--- src/rtl/fsm_pkg.sv ---
// Shared definitions for the round-robin arbiter: FSM state encoding and
// width helpers used by the arbiter top and its rotate-priority picker.
package fsm_pkg;

    localparam int ST_W = 2;

    typedef enum logic [ST_W-1:0] {
        ST_IDLE  = 2'b00,
        ST_GRANT = 2'b01,
        ST_GAP   = 2'b10
    } state_t;

    // Index width for n requesters, never below one bit.
    function automatic int idx_w(input int n);
        return (n > 1) ? $clog2(n) : 1;
    endfunction

endpackage

--- src/rtl/fsm_rr_arbiter_rr_pick.sv ---
// Combinational rotate-priority select: first set request bit at or above
// i_ptr, wrapping to 0, reported as an index.
module rr_pick
    import fsm_pkg::*;
#(
    parameter int N    = 2,
    parameter int ID_W = idx_w(N)
) (
    input  logic [N-1:0]    i_req,
    input  logic [ID_W-1:0] i_ptr,
    output logic            o_any,
    output logic [ID_W-1:0] o_idx
);

    localparam logic [ID_W:0] N_EXT = (ID_W+1)'(N);

    logic [N-1:0]    w_rot;
    logic [ID_W-1:0] w_off;
    logic [ID_W:0]   w_sum;

    // Rotate so that bit 0 of w_rot corresponds to requester i_ptr.
    assign w_rot = N'({i_req, i_req} >> i_ptr);

    always_comb begin
        o_any = 1'b0;
        w_off = '0;
        for (int i = N - 1; i >= 0; i--) begin
            if (w_rot[i]) begin
                o_any = 1'b1;
                w_off = ID_W'(i);
            end
        end
    end

    assign w_sum = {1'b0, i_ptr} + {1'b0, w_off};
    assign o_idx = ID_W'((w_sum >= N_EXT) ? (w_sum - N_EXT) : w_sum);

endmodule

--- src/rtl/fsm_rr_arbiter.sv ---
// Round-robin arbiter that hands one shared FSM datapath to N requesters,
// with a hold limit per grant and a one-cycle gap between grant windows.
//
//   state    | meaning
//   ---------+----------------------------------------------------------
//   ST_IDLE  | no grant; arbitrate among req from r_ptr (code 11 -> IDLE)
//   ST_GRANT | one requester owns the mux; hold counter running
//   ST_GAP   | single dead cycle after a release before re-arbitration
module fsm_rr_arbiter
    import fsm_pkg::*;
#(
    parameter int N        = 2,
    parameter int ID_W     = idx_w(N),
    parameter int MAX_HOLD = 8
) (
    input  logic            i_clk,
    input  logic            i_reset,
    input  logic [N-1:0]    i_req,
    input  logic [N-1:0]    i_done,
    output logic [N-1:0]    o_gnt,
    output logic            o_gnt_valid,
    output logic [ID_W-1:0] o_gnt_id,
    output logic            o_timeout,
    output logic [ST_W-1:0] o_state
);

    localparam int HOLD_W = $clog2(MAX_HOLD + 1);

    state_t            r_state;
    logic [N-1:0]      r_gnt;
    logic              r_gnt_valid;
    logic [ID_W-1:0]   r_gnt_id;
    logic              r_timeout;
    logic [ID_W-1:0]   r_ptr;
    logic [HOLD_W-1:0] r_hold_cnt;

    state_t            w_state_nxt;
    logic [N-1:0]      w_gnt_nxt;
    logic [ID_W-1:0]   w_gnt_id_nxt;
    logic              w_timeout_nxt;
    logic [ID_W-1:0]   w_ptr_nxt;
    logic [HOLD_W-1:0] w_hold_nxt;

    logic              w_pick_any;
    logic [ID_W-1:0]   w_pick_idx;
    logic              w_own_done;
    logic              w_own_req;
    logic              w_at_limit;

    rr_pick #(
        .N    (N),
        .ID_W (ID_W)
    ) u_rr_pick (
        .i_req (i_req),
        .i_ptr (r_ptr),
        .o_any (w_pick_any),
        .o_idx (w_pick_idx)
    );

    assign w_own_done = i_done[r_gnt_id];
    assign w_own_req  = i_req[r_gnt_id];
    assign w_at_limit = (r_hold_cnt == HOLD_W'(MAX_HOLD));

    always_comb begin
        w_state_nxt   = r_state;
        w_gnt_nxt     = r_gnt;
        w_gnt_id_nxt  = r_gnt_id;
        w_timeout_nxt = 1'b0;
        w_ptr_nxt     = r_ptr;
        w_hold_nxt    = r_hold_cnt;

        case (r_state)
            ST_GRANT: begin
                if (w_own_done || !w_own_req || w_at_limit) begin
                    w_state_nxt   = ST_GAP;
                    w_gnt_nxt     = '0;
                    w_gnt_id_nxt  = '0;
                    w_hold_nxt    = '0;
                    // A coincident done or request drop is a normal release.
                    w_timeout_nxt = w_at_limit && !w_own_done && w_own_req;
                    w_ptr_nxt     = (r_gnt_id == ID_W'(N - 1)) ? '0
                                                              : r_gnt_id + ID_W'(1);
                end else begin
                    w_hold_nxt = r_hold_cnt + HOLD_W'(1);
                end
            end
            ST_GAP: begin
                w_state_nxt  = ST_IDLE;
                w_gnt_nxt    = '0;
                w_gnt_id_nxt = '0;
            end
            default: begin
                w_gnt_nxt    = '0;
                w_gnt_id_nxt = '0;
                w_hold_nxt   = '0;
                w_state_nxt  = ST_IDLE;
                if (w_pick_any) begin
                    w_state_nxt             = ST_GRANT;
                    w_gnt_nxt[w_pick_idx]   = 1'b1;
                    w_gnt_id_nxt            = w_pick_idx;
                    w_hold_nxt              = HOLD_W'(1);
                end
            end
        endcase
    end

    always_ff @(posedge i_clk) begin
        if (i_reset) begin
            r_state     <= ST_IDLE;
            r_gnt       <= '0;
            r_gnt_valid <= 1'b0;
            r_gnt_id    <= '0;
            r_timeout   <= 1'b0;
            r_ptr       <= '0;
            r_hold_cnt  <= '0;
        end else begin
            r_state     <= w_state_nxt;
            r_gnt       <= w_gnt_nxt;
            r_gnt_valid <= |w_gnt_nxt;
            r_gnt_id    <= w_gnt_id_nxt;
            r_timeout   <= w_timeout_nxt;
            r_ptr       <= w_ptr_nxt;
            r_hold_cnt  <= w_hold_nxt;
        end
    end

    assign o_gnt       = r_gnt;
    assign o_gnt_valid = r_gnt_valid;
    assign o_gnt_id    = r_gnt_id;
    assign o_timeout   = r_timeout;
    assign o_state     = r_state;

endmodule

--- config.mk ---
export PLATFORM = sky130hd
export DESIGN_NAME = fsm_rr_arbiter
export DESIGN_NICKNAME = d
export VERILOG_FILES = /design/src/rtl/fsm_pkg.sv /design/src/rtl/fsm_rr_arbiter_rr_pick.sv /design/src/rtl/fsm_rr_arbiter.sv
export SDC_FILE = /design/constraint.sdc
export NUM_CORES = 1
export LEC_CHECK = 0
export ABC_CLOCK_PERIOD_IN_PS = 5400
export CAP_MARGIN = 15
export CELL_PAD_IN_SITES_DETAIL_PLACEMENT = 1
export CELL_PAD_IN_SITES_GLOBAL_PLACEMENT = 2
export CORE_ASPECT_RATIO = 0.9
export CORE_MARGIN = 5
export CORE_UTILIZATION = 30
export CTS_BUF_LIST = sky130_fd_sc_hd__clkbuf_16
export DETAILED_ROUTE_END_ITERATION = 6
export GPL_TIMING_DRIVEN = 0
export PLACE_DENSITY = 0.83
export SLEW_MARGIN = 10
export SYNTH_ARGS = -nofsm -noshare
export SYNTH_HDL_FRONTEND = slang
export SYNTH_SLANG_ARGS = --single-unit
export TNS_END_PERCENT = 50
--- constraint.sdc ---
create_clock -name i_clk -period 5.4 [get_ports i_clk]
set_clock_uncertainty 0.15 [all_clocks]
set_input_delay 1.35 -clock i_clk [delete_from_list [all_inputs] [get_ports i_clk]]
set_output_delay 1.35 -clock i_clk [all_outputs]
set_load 0.005 [all_outputs]
==> results.txt <==
The flow ran to the end, and the final reports show no timing, DRC or antenna violations. At the end of routability-driven placement, the weighted congestion stood at 0.688. STA puts the critical path data required time at 5.41 ns. The run gives 581 as the via count of the first global-routing pass. Broken down by cell family, the worst path's largest delay share belongs to simple AND/OR/NAND/NOR gates. Entering global routing, the biggest net connects 11 pins. Following the worst setup path forward leads to its endpoint at r_hold_cnt[2]$_SDFFE_PP0P_. In the synthesized netlist, the number of instances is 72. For this run, the leading register cell type out of synthesis is sky130_fd_sc_hd__dfxtp_1.

Logic depth of the worst setup path including buffers: 6. A synthesized cell averages 8.74 um2. The critical path arrival was 3.36 ns. For this run, the number of Yosys warnings is 0.

No sink is reached through more buffers than the 2 on the longest clock path. For the net count of the mapped netlist, the log shows 83. The run gives 13 as the number of violations reported at the end of detailed-routing iteration 0.

The flip-flop and latch count after synthesis works out to 12. The core region is 1950 um2. The signal on the critical path passes through clkdlybuf4s50_1 -> or3b_1 -> a211o_1 -> buf_6 -> or4b_1 -> a31oi_1. Slowest cell on the critical path: sky130_fd_sc_hd__clkdlybuf4s50_1.

The width of the die is 58.3 um. The most critical setup path has its startpoint at i_req[0]. The max-slew violation count came out at 0.

The source-to-sink clock delay at the later pin of the worst-skew pair is 0.24 ns, and the final number of setup-violating endpoints is 0. The die boundary height is 53.5 um, and the peak fanout along the critical path is 10. The endpoint class of the critical path is a flip-flop. In the routed design, unresolved DRC markers number 0. The antenna cell count is 0, and the buffers plus inverters on the worst setup path is 2. Setup repair after global routing left no endpoint under its margin. The number of placement rows came out at 15. The area of the mapped netlist is 629 um2. The worst setup path is launched from a primary input. Sequential area share after synthesis: 0.382. At the pin with the least slew margin, the transition time is 0.457 ns.

The worst slew margin relative to its limit is 0.695. Using the TritonRoute via totals, the vias-per-cell ratio works out to 5.05. Relative to the synthesized area, the layout overhead comes to 36.0%. The number of cells on the worst reg-to-reg path is 7. The worst vdd rail ir drop is 0.210 mV. The tools report the hold violation count in the final report as 0. In this run the static leakage power is 0.343 nW. The tools report the count of instances resized after the clock tree is built as 0.

The logs give 0 for the number of antenna violations at the first check in global routing and 0 for the post-CTS setup-driven buffer insertion count. For this design the ratio of total power to cell area is 331 nW/um2. The run gives 781 um2 as the post-place instance area. For the final routed database, the setup TNS stands at 0 ns. Across the run, the number of max-cap violations was 0. The tools report the total congestion overflow after global routing as 0. After routing the design area is 856 um2. The final period demand of the worst path came out at 3.34 ns. The maximum frequency from static timing analysis came out at 0.299 GHz. The path class of the tightest hold or removal check is reg2reg. The tools report the global-route usage over all layers as 0.114. The class of the most critical setup path was in2reg. Worst flop-to-flop path startpoint: r_hold_cnt[0]$_SDFFE_PP0P_. The tools report the clock buffer count from CTS as 3.

The capturing point of the worst reg2reg path was r_hold_cnt[2]$_SDFFE_PP0P_. The post-synthesis cell type count was 27. TritonCTS built the clock tree.

In this run the tool buffered the top-level ports with 12 buffer cells. Delay contributed by the slowest stage of the critical path: 0.52 ns. During I/O placement, the number of pins put on the boundary was 13. The ratio of cells with drive above 1 in the final layout came out at 0.0575. Counting every sink on the clock net gives 12. The tools report the floorplan die area as 3120 um2.

Dividing the detail-routed wire length by the instance count gives 13.3 um. The final clock period utilization by the worst path was 0.619; the number of optimization iterations in the first detailed-route pass was 4. The share of async-settable or async-resettable flops after synthesis is 0. The layout has 247 filler cells.

The final layout contains 100 nets. Wires add up to 1490 um. The wire length of the first global-routing pass came out at 2600 um. The internal reg-to-reg setup slack came out at 3.26 ns.

In this run the remaining antenna-violating nets after routing total 0. The run gives 0.322 as the starting utilization of the core area. Number of H-tree levels: 1. The number of enable flip-flop cells after synthesis is 0, and the post-DP HPWL is 1100 um. In this run, post-CTS hold repair placed 0 buffers. The clock edge transition at the registers on the reported setup and hold paths came out at 0.04 ns. The via count came out at 566.

In this run the clock root is driven by a sky130_fd_sc_hd__clkbuf_16.
## cell families after synthesis
kind of cell | synth area share
muxes | 0.0477
AOI/OAI and AO/OA | 0.159
and+or+nand+nor | 0.241
buffers and inverters | 0.0716
DFF | 0.382
adders and majority gates | 0.0994
## layout by cell type (no fill, tap or decap), drive strengths merged
cell           count
nor2               5
a31oi              1
or4b               1
o22ai              1
o2bb2a             1
clkdlybuf4s50     12
o32a               1
buf                1
o21ai              1
nor3               2
o21a               1
inv                8
or2b               1
clkbuf             4
and3b              1
nand3              3
dfxtp             12
ha                 5
nor2b              2
nand3b             2
or3b               2
a211o              1
a21oi              4
and3               1
nand2              8
mux2i              3
o41ai              3
## stage by stage
step | std cells | setup WS, ns | utilization | total power, mW | hold WS [ns]
floorplan | 72 | 2.43 | - | 0.131 | 0.313
global placement | 109 | 1.85 | 0.400 | 0.152 | 0.314
detailed placement | 109 | 1.81 | 0.400 | 0.153 | 0.326
CTS | 112 | 2.05 | 0.438 | 0.290 | 0.333
global route | 112 | 1.98 | 0.438 | 0.299 | 0.368
finish | 112 | 2.06 | 0.438 | 0.284 | 0.328
## tightest hold or removal path, stage by stage, from the launching register on
cell	delay, ns
sky130_fd_sc_hd__dfxtp_1	0.31
sky130_fd_sc_hd__inv_1	0.05
sky130_fd_sc_hd__o41ai_1	0.06
## power by group
part	internal, mW	switching, mW	total [mW]
sequential	0.0961	0.00566	0.102
clock	0.0963	0.0363	0.133
combinational	0.0263	0.0231	0.0494
## flip-flops by register name, summed over array words and instances, names as in the netlist
| signal | cells |
|---|---|
| o_timeout | 1 |
| o_state | 2 |
| o_gnt_valid | 1 |
| r_hold_cnt | 4 |
| o_gnt_id | 1 |
| o_gnt | 2 |
| r_ptr | 1 |
## worst min path at each step
| stage | slack (ns) | cells after the start | endpoint | start |
|---|---|---|---|---|
| 2_1_floorplan | 0.31 | 2 | r_hold_cnt[3]$_SDFFE_PP0P_ | r_hold_cnt[3]$_SDFFE_PP0P_ |
| 3_3_place_gp | 0.31 | 2 | o_gnt[1]$_SDFF_PP0_ | o_gnt[1]$_SDFF_PP0_ |
| 3_5_place_dp | 0.33 | 2 | o_gnt[1]$_SDFF_PP0_ | o_gnt[1]$_SDFF_PP0_ |
| 4_1_cts | 0.33 | 2 | o_gnt[1]$_SDFF_PP0_ | o_gnt[1]$_SDFF_PP0_ |
| 5_1_grt | 0.37 | 2 | o_gnt[1]$_SDFF_PP0_ | o_gnt[1]$_SDFF_PP0_ |
| 6_report | 0.33 | 2 | o_gnt[1]$_SDFF_PP0_ | o_gnt[1]$_SDFF_PP0_ |
## metal layers
| layer | vias up | global-route usage | part of all wire |
|---|---|---|---|
| li1 | 283 | - | - |
| met1 | 272 | 0.133 | 0.49 |
| met2 | 9 | 0.177 | 0.44 |
| met3 | 2 | 0.0439 | 0.056 |
| met4 | 0 | 0.0695 | 0.013 |
| met5 | - | 0 | 0 |
## synth_stat cells, types with 2 or more instances
cell | count | area (um2)
sky130_fd_sc_hd__nor2_1 | 5 | 18.8
sky130_fd_sc_hd__nor3_1 | 2 | 10.0
sky130_fd_sc_hd__nand2_1 | 8 | 30.0
sky130_fd_sc_hd__a21oi_1 | 4 | 20.0
sky130_fd_sc_hd__mux2i_1 | 3 | 30.0
sky130_fd_sc_hd__nand3b_1 | 2 | 15.0
sky130_fd_sc_hd__inv_1 | 8 | 30.0
sky130_fd_sc_hd__dfxtp_1 | 12 | 240
sky130_fd_sc_hd__o41ai_1 | 3 | 26.3
sky130_fd_sc_hd__nor2b_1 | 2 | 12.5
sky130_fd_sc_hd__ha_1 | 5 | 62.6
sky130_fd_sc_hd__nand3_1 | 3 | 15.0
## cell type report
type	instances	area [um2]	area share
repair buffers	12	120	0.140
multi-input cells	50	344	0.402
inverters	8	30.0	0.0351
clock buffers	3	75.1	0.0877
plain buffers	2	15.0	0.0175
well taps	25	31.3	0.0365
flip-flops and latches	12	240	0.281
Note: power is estimated with default switching activity, not from simulation.
